[src/rtl/uart_rx_frame_sampler.sv]
// UART receive front end: 16x oversampled frame recovery with parity, framing and break
// detection, presenting each decoded frame on a valid/ready output register.
module uart_rx_frame_sampler #(
  parameter int unsigned OVERSAMPLE = 16,
  parameter int unsigned DIV_W      = 16,
  parameter int unsigned DATA_MAX   = 8
) (
  input  logic                clk,
  input  logic                rst,
  input  logic                rx_i,
  input  logic [DIV_W-1:0]    baud_div,
  input  logic [1:0]          cfg_data_bits,
  input  logic                cfg_parity_en,
  input  logic                cfg_parity_odd,
  input  logic                cfg_stop2,
  output logic                frame_valid,
  input  logic                frame_ready,
  output logic [DATA_MAX-1:0] frame_data,
  output logic                frame_parity_err,
  output logic                frame_framing_err,
  output logic                frame_break,
  output logic                overrun,
  output logic                busy
);

  localparam int unsigned TickW = $clog2(OVERSAMPLE);
  localparam int unsigned BitW  = $clog2(DATA_MAX);
  localparam int unsigned Mid   = OVERSAMPLE / 2;

  typedef enum logic [2:0] {
    StIdle, StStart, StData, StParity, StStop1, StStop2, StBrkWait
  } state_e;

  state_e              state_q, state_d;
  logic                sync1_q, sync2_q, rx_prev_q;
  logic [DIV_W-1:0]    div_cnt_q, div_max;
  logic [TickW-1:0]    tick_idx_q;
  logic                s7_q, s8_q;
  logic [BitW-1:0]     bit_cnt_q, bit_cnt_d, last_idx;
  logic [DATA_MAX-1:0] data_q, data_d;
  logic                par_bit_q, par_bit_d;
  logic                perr_q, perr_d, ferr_q, ferr_d, brk_q, brk_d;
  logic [1:0]          dbits_q;
  logic                par_en_q, par_odd_q, stop2_q;
  logic                rx_s, start_edge, tick_en, eval, bit_val, exp_par, is_brk, complete;

  logic                valid_q, out_perr_q, out_ferr_q, out_brk_q, overrun_q;
  logic [DATA_MAX-1:0] out_data_q;

  assign rx_s       = sync2_q;
  assign start_edge = (state_q == StIdle) && rx_prev_q && !rx_s;
  assign div_max    = (baud_div == '0) ? '0 : baud_div - DIV_W'(1);
  assign tick_en    = (div_cnt_q == '0) && (state_q != StIdle);
  assign eval       = tick_en && (tick_idx_q == TickW'(Mid + 1));
  assign bit_val    = (s7_q & s8_q) | (s7_q & rx_s) | (s8_q & rx_s);
  assign exp_par    = (^data_q) ^ par_odd_q;
  assign last_idx   = BitW'(4) + BitW'(dbits_q);
  assign is_brk     = (data_q == '0) && !par_bit_q && !bit_val;

  // Synchronizer, edge history and tick generator; the divider restarts on the start edge
  // so the sampling phase is anchored to it.
  always_ff @(posedge clk) begin
    if (rst) begin
      sync1_q    <= 1'b1;
      sync2_q    <= 1'b1;
      rx_prev_q  <= 1'b1;
      div_cnt_q  <= '0;
      tick_idx_q <= '0;
      s7_q       <= 1'b1;
      s8_q       <= 1'b1;
    end else begin
      sync1_q   <= rx_i;
      sync2_q   <= sync1_q;
      rx_prev_q <= sync2_q;
      if (start_edge || div_cnt_q == '0) div_cnt_q <= div_max;
      else                               div_cnt_q <= div_cnt_q - DIV_W'(1);
      // The start edge itself is tick 0 of the start bit.
      if (start_edge) begin
        tick_idx_q <= TickW'(1);
      end else if (tick_en) begin
        if (tick_idx_q == TickW'(OVERSAMPLE - 1)) tick_idx_q <= '0;
        else                                      tick_idx_q <= tick_idx_q + TickW'(1);
        if (tick_idx_q == TickW'(Mid - 1)) s7_q <= rx_s;
        if (tick_idx_q == TickW'(Mid))     s8_q <= rx_s;
      end
    end
  end

  always_ff @(posedge clk) begin
    if (rst) begin
      state_q   <= StIdle;
      bit_cnt_q <= '0;
      data_q    <= '0;
      par_bit_q <= 1'b0;
      perr_q    <= 1'b0;
      ferr_q    <= 1'b0;
      brk_q     <= 1'b0;
      dbits_q   <= '0;
      par_en_q  <= 1'b0;
      par_odd_q <= 1'b0;
      stop2_q   <= 1'b0;
    end else begin
      state_q   <= state_d;
      bit_cnt_q <= bit_cnt_d;
      data_q    <= data_d;
      par_bit_q <= par_bit_d;
      perr_q    <= perr_d;
      ferr_q    <= ferr_d;
      brk_q     <= brk_d;
      if (start_edge) begin
        dbits_q   <= cfg_data_bits;
        par_en_q  <= cfg_parity_en;
        par_odd_q <= cfg_parity_odd;
        stop2_q   <= cfg_stop2;
      end
    end
  end

  always_comb begin
    state_d   = state_q;
    bit_cnt_d = bit_cnt_q;
    data_d    = data_q;
    par_bit_d = par_bit_q;
    perr_d    = perr_q;
    ferr_d    = ferr_q;
    brk_d     = brk_q;
    complete  = 1'b0;
    unique case (state_q)
      StIdle: begin
        if (start_edge) begin
          state_d   = StStart;
          bit_cnt_d = '0;
          data_d    = '0;
          par_bit_d = 1'b0;
          perr_d    = 1'b0;
          ferr_d    = 1'b0;
          brk_d     = 1'b0;
        end
      end
      StStart: begin
        if (eval) state_d = bit_val ? StIdle : StData;
      end
      StData: begin
        if (eval) begin
          data_d[bit_cnt_q] = bit_val;
          if (bit_cnt_q == last_idx) state_d = par_en_q ? StParity : StStop1;
          else                       bit_cnt_d = bit_cnt_q + BitW'(1);
        end
      end
      StParity: begin
        if (eval) begin
          par_bit_d = bit_val;
          perr_d    = (bit_val != exp_par);
          state_d   = StStop1;
        end
      end
      StStop1: begin
        if (eval) begin
          ferr_d = !bit_val;
          brk_d  = is_brk;
          if (stop2_q) begin
            state_d = StStop2;
          end else begin
            complete = 1'b1;
            state_d  = is_brk ? StBrkWait : StIdle;
          end
        end
      end
      StStop2: begin
        if (eval) begin
          ferr_d   = ferr_q | !bit_val;
          complete = 1'b1;
          state_d  = brk_q ? StBrkWait : StIdle;
        end
      end
      StBrkWait: begin
        if (rx_s) state_d = StIdle;
      end
      default: state_d = StIdle;
    endcase
  end

  // A completing frame may load in the same cycle the held one is accepted.
  always_ff @(posedge clk) begin
    if (rst) begin
      valid_q    <= 1'b0;
      out_data_q <= '0;
      out_perr_q <= 1'b0;
      out_ferr_q <= 1'b0;
      out_brk_q  <= 1'b0;
      overrun_q  <= 1'b0;
    end else begin
      overrun_q <= 1'b0;
      if (complete) begin
        if (!valid_q || frame_ready) begin
          valid_q    <= 1'b1;
          out_data_q <= data_d;
          out_perr_q <= perr_d;
          out_ferr_q <= ferr_d;
          out_brk_q  <= brk_d;
        end else begin
          overrun_q <= 1'b1;
        end
      end else if (valid_q && frame_ready) begin
        valid_q <= 1'b0;
      end
    end
  end

  assign frame_valid       = valid_q;
  assign frame_data        = out_data_q;
  assign frame_parity_err  = out_perr_q;
  assign frame_framing_err = out_ferr_q;
  assign frame_break       = out_brk_q;
  assign overrun           = overrun_q;
  assign busy              = (state_q != StIdle);

endmodule

[config.mk]
export PLATFORM = sky130hd
export DESIGN_NAME = uart_rx_frame_sampler
export DESIGN_NICKNAME = d
export VERILOG_FILES = /design/src/rtl/uart_rx_frame_sampler.sv
export SDC_FILE = /design/constraint.sdc
export NUM_CORES = 1
export LEC_CHECK = 0
export ABC_CLOCK_PERIOD_IN_PS = 2500
export CORE_MARGIN = 2
export CORE_UTILIZATION = 45
export CTS_BUF_LIST = sky130_fd_sc_hd__clkbuf_16
export DETAILED_ROUTE_END_ITERATION = 7
export HOLD_SLACK_MARGIN = 0.1
export PLACE_DENSITY_LB_ADDON = 0.3
export SETUP_SLACK_MARGIN = 0.02
export SLEW_MARGIN = 20
export SYNTH_ARGS = -nofsm -noshare
export SYNTH_HDL_FRONTEND = slang
export SYNTH_SLANG_ARGS = --single-unit
[constraint.sdc]
create_clock -name clk -period 2.5 [get_ports clk]
set_input_delay 0.5 -clock clk [delete_from_list [all_inputs] [get_ports clk]]
set_output_delay 0.5 -clock clk [all_outputs]
set_load 0.01 [all_outputs]
==> impl_metrics.env <==
export IMPL_outcome="finished clean"
export IMPL_fmax_mhz=412
export IMPL_gp_congestion=0.884
export IMPL_post_cts_buffers=0
export IMPL_cp_start_kind="primary input"
export IMPL_ys_ff_latch=61
export IMPL_root_buffer="clkbuf_16"
export IMPL_synth_commonest_cells="dfxtp_1, nand2_1, nor2_1"
export IMPL_end_kind="flip-flop"
export IMPL_vias_per_cell=5.58
export IMPL_crit_required_ns=2.71
export IMPL_wl_per_cell_microns=14.5
export IMPL_syn_num_nets=465
export IMPL_synthFlopType="dfxtp_1"
export IMPL_crit_family="simple AND/OR/NAND/NOR gates"
export IMPL_maxCapViolations=0
export IMPL_grt_max_degree=20
export IMPL_netlist_area_sq_mm=0.00341
export IMPL_ys_seq_area_share_pct=35.8
export IMPL_yosys_top_cells_area="dfxtp_1, xnor2_1, nand2_1"
export IMPL_io_pins=39
export IMPL_synth_compound_area_share_pct=16.1
export IMPL_postPlaceCellArea_sq_mm=0.00402
export IMPL_wl_met2_microns=3920
export IMPL_m1WireLength_microns=3970
export IMPL_synth_xor_area_share_pct=8.48
export IMPL_worst_pin_slew_ns=0.597
export IMPL_core_area_sq_mm=0.00729
export IMPL_via_count=3270
export IMPL_cts_tree="built"
export IMPL_clock_latency_ns=0.33
export IMPL_critPathKind="in -> reg"
export IMPL_muxShareOfSynthArea_pct=1.18
export IMPL_skew_ns=0.00631
export IMPL_synth_top_family_by_area="simple AND/OR/NAND/NOR gates"
export IMPL_grt_pass1_vias=2999
export IMPL_row_count=31
export IMPL_diodes=0
export IMPL_numCtsBuffers=9
export IMPL_path_clk_slew_ns=0.05
export IMPL_syn_inst=429
export IMPL_cp_arrival_ns=2.64
export IMPL_drt_antenna_violating_nets=0
export IMPL_p_int_mw=2.49
export IMPL_initial_core_util_pct=46.7
export IMPL_grt_total_usage_pct=21.3
export IMPL_hold_class="reg -> reg"
export IMPL_setup_violations=0
export IMPL_power_frac_seq_pct=34.2
export IMPL_utilization_pct=59.7
export IMPL_finalSetupTns_ns=0
export IMPL_area_growth_pct=27.7
export IMPL_crit_fanout=4
export IMPL_p_switching_mw=1.19
export IMPL_avgSynthCellArea_sq_um=7.94
export IMPL_grt_pass1_wl_microns=14200
export IMPL_portBuffers=38
export IMPL_async_flop_share_pct=0
export IMPL_synth_edff_count=0
export IMPL_p_per_area_mw_per_mm2=845
export IMPL_synth_fa_ha_area_share_pct=4.33
export IMPL_power_frac_clock_pct=34.6
export IMPL_drt_first_pass_iters=5
export IMPL_dp_hpwl_microns=6170
export IMPL_maxSlewHeadroom_pct=59.8
export IMPL_synth_simple_area_share_pct=29.4
export IMPL_clock_path_buffers=2
export IMPL_layout_drive_gt1_share_pct=10.9
export IMPL_path_cells="dlygate4sd2_1 -> or4_4 -> or4b_4 -> buf_6 -> nor4_2 -> buf_4 -> nor3_1 -> o21a_1"
export IMPL_wl_met3_microns=435
export IMPL_power_share_combinational_pct=31.2
export IMPL_cp_num_buf_inv=3
export IMPL_synth_top_area_cell="dfxtp_1"
export IMPL_ys_warn_count=0
export IMPL_synth_top_area_share_pct=35.8
export IMPL_finalNetCount=518
export IMPL_grt_ovfl_total=0
export IMPL_total_power_mw=3.68
export IMPL_cts_hold_buf=0
export IMPL_clock_sinks=61
export IMPL_rsz0062_at_grt="no"
export IMPL_fin_crit_sh_pct=97.0
export IMPL_die_h_microns=91.0
export IMPL_synth_most_common_cell="dfxtp_1"
export IMPL_die_width_microns=91.0
export IMPL_p_leak_nw=1.51
export IMPL_period_minus_slack_ns=2.42
export IMPL_die_area_sq_mm=0.00828
export IMPL_finalHoldViolations=0
export IMPL_wirelength_microns=8470
export IMPL_stdcell_area_sq_mm=0.00435
export IMPL_top_layer_used="met4"
export IMPL_antenna_found_initial=0
export IMPL_irDropWorstVdd_v=0.000522
export IMPL_drt_iter0_markers=235
export IMPL_slowest_delay_ns=0.54
export IMPL_drc_errors=0
export IMPL_critical_path_slowest_cell="or4_4"
export IMPL_slew_viol_final=0
export IMPL_whs_ns=0.414
export IMPL_sw_frac_of_total_pct=32.4
export IMPL_htree_levels=3
export IMPL_post_synth_num_cell_types=60
-- metrics by stage --
step	cells	worst slack [ns]
final	586	0.0751
after global routing	586	0.0475
after CTS	586	0.0823
after detailed placement	569	-0.532
after global placement	569	-0.475
after floorplan	429	-0.0337
-- final cells by class --
class	instances	area, sq um
inverters	20	75.1
flip-flops and latches	61	1220
repair buffers	63	567
multi-input cells	327	2060
clock inverters	7	81.3
well taps	99	124
fillers	672	2940
clock buffers	9	225
-- worst paths after layout --
check | end | depth (start not counted) | slack, ns | start
max | div_cnt_q[1]$_SDFF_PP0_ | 8 | 0.08 | baud_div[8]
min | rx_s$_SDFF_PP1_ | 1 | 0.41 | sync1_q$_SDFF_PP1_
max reg2reg | s7_q$_SDFFE_PP1P_ | 5 | 0.24 | div_cnt_q[11]$_SDFF_PP0_
min reg2reg | rx_s$_SDFF_PP1_ | 1 | 0.41 | sync1_q$_SDFF_PP1_
-- kinds of logic (layout without fill, tap and decap cells) --
group	after synthesis	after routing
compound gates	85	85
xor+xnor	33	33
fa+ha+maj	12	12
buf+inv	42	99
flops	61	61
mux	4	4
simple gates	192	193
-- routing by layer --
layer | vias up | global-route usage, %
li1 | 1644 | -
met1 | 1518 | 27.8
met2 | 92 | 33.8
met3 | 16 | 4.98
met4 | 0 | 8.96
met5 | - | 0
-- state kept, by name, summed over array words and instances, names as in the netlist, 2 cells and up --
signal,flops
tick_idx_q,4
data_q,8
state_q,3
frame_data,8
div_cnt_q,16
dbits_q,2
bit_cnt_q,3
-- what timing repair did --
item                       CTS  global route
resized for setup            7             1
pin swaps                    4             1
setup endpoints to repair   16            10
gates cloned                 1             0
-- power by group through the flow --
stage | clock (mW) | combinational [mW] | sequential, mW
after floorplan | 0 | 0.830 | 1.22
after global placement | 0 | 1.10 | 1.27
after detailed placement | 0 | 1.12 | 1.27
after CTS | 1.29 | 1.14 | 1.25
after global routing | 1.33 | 1.29 | 1.28
final | 1.27 | 1.15 | 1.26
-- cell usage in the layout, fill, tap and decap left out, types with 9 or more instances in the layout --
cell,n
clkdlybuf4s50_1,34
a21oi_1,31
xnor2_1,27
dfxtp_1,61
clkbuf_16,9
nor2_1,35
ha_1,11
nand3_1,23
nor3_1,19
inv_1,21
buf_4,24
o22ai_1,9
nand2_1,49
No activity file was read; power rests on OpenSTA's default activity.
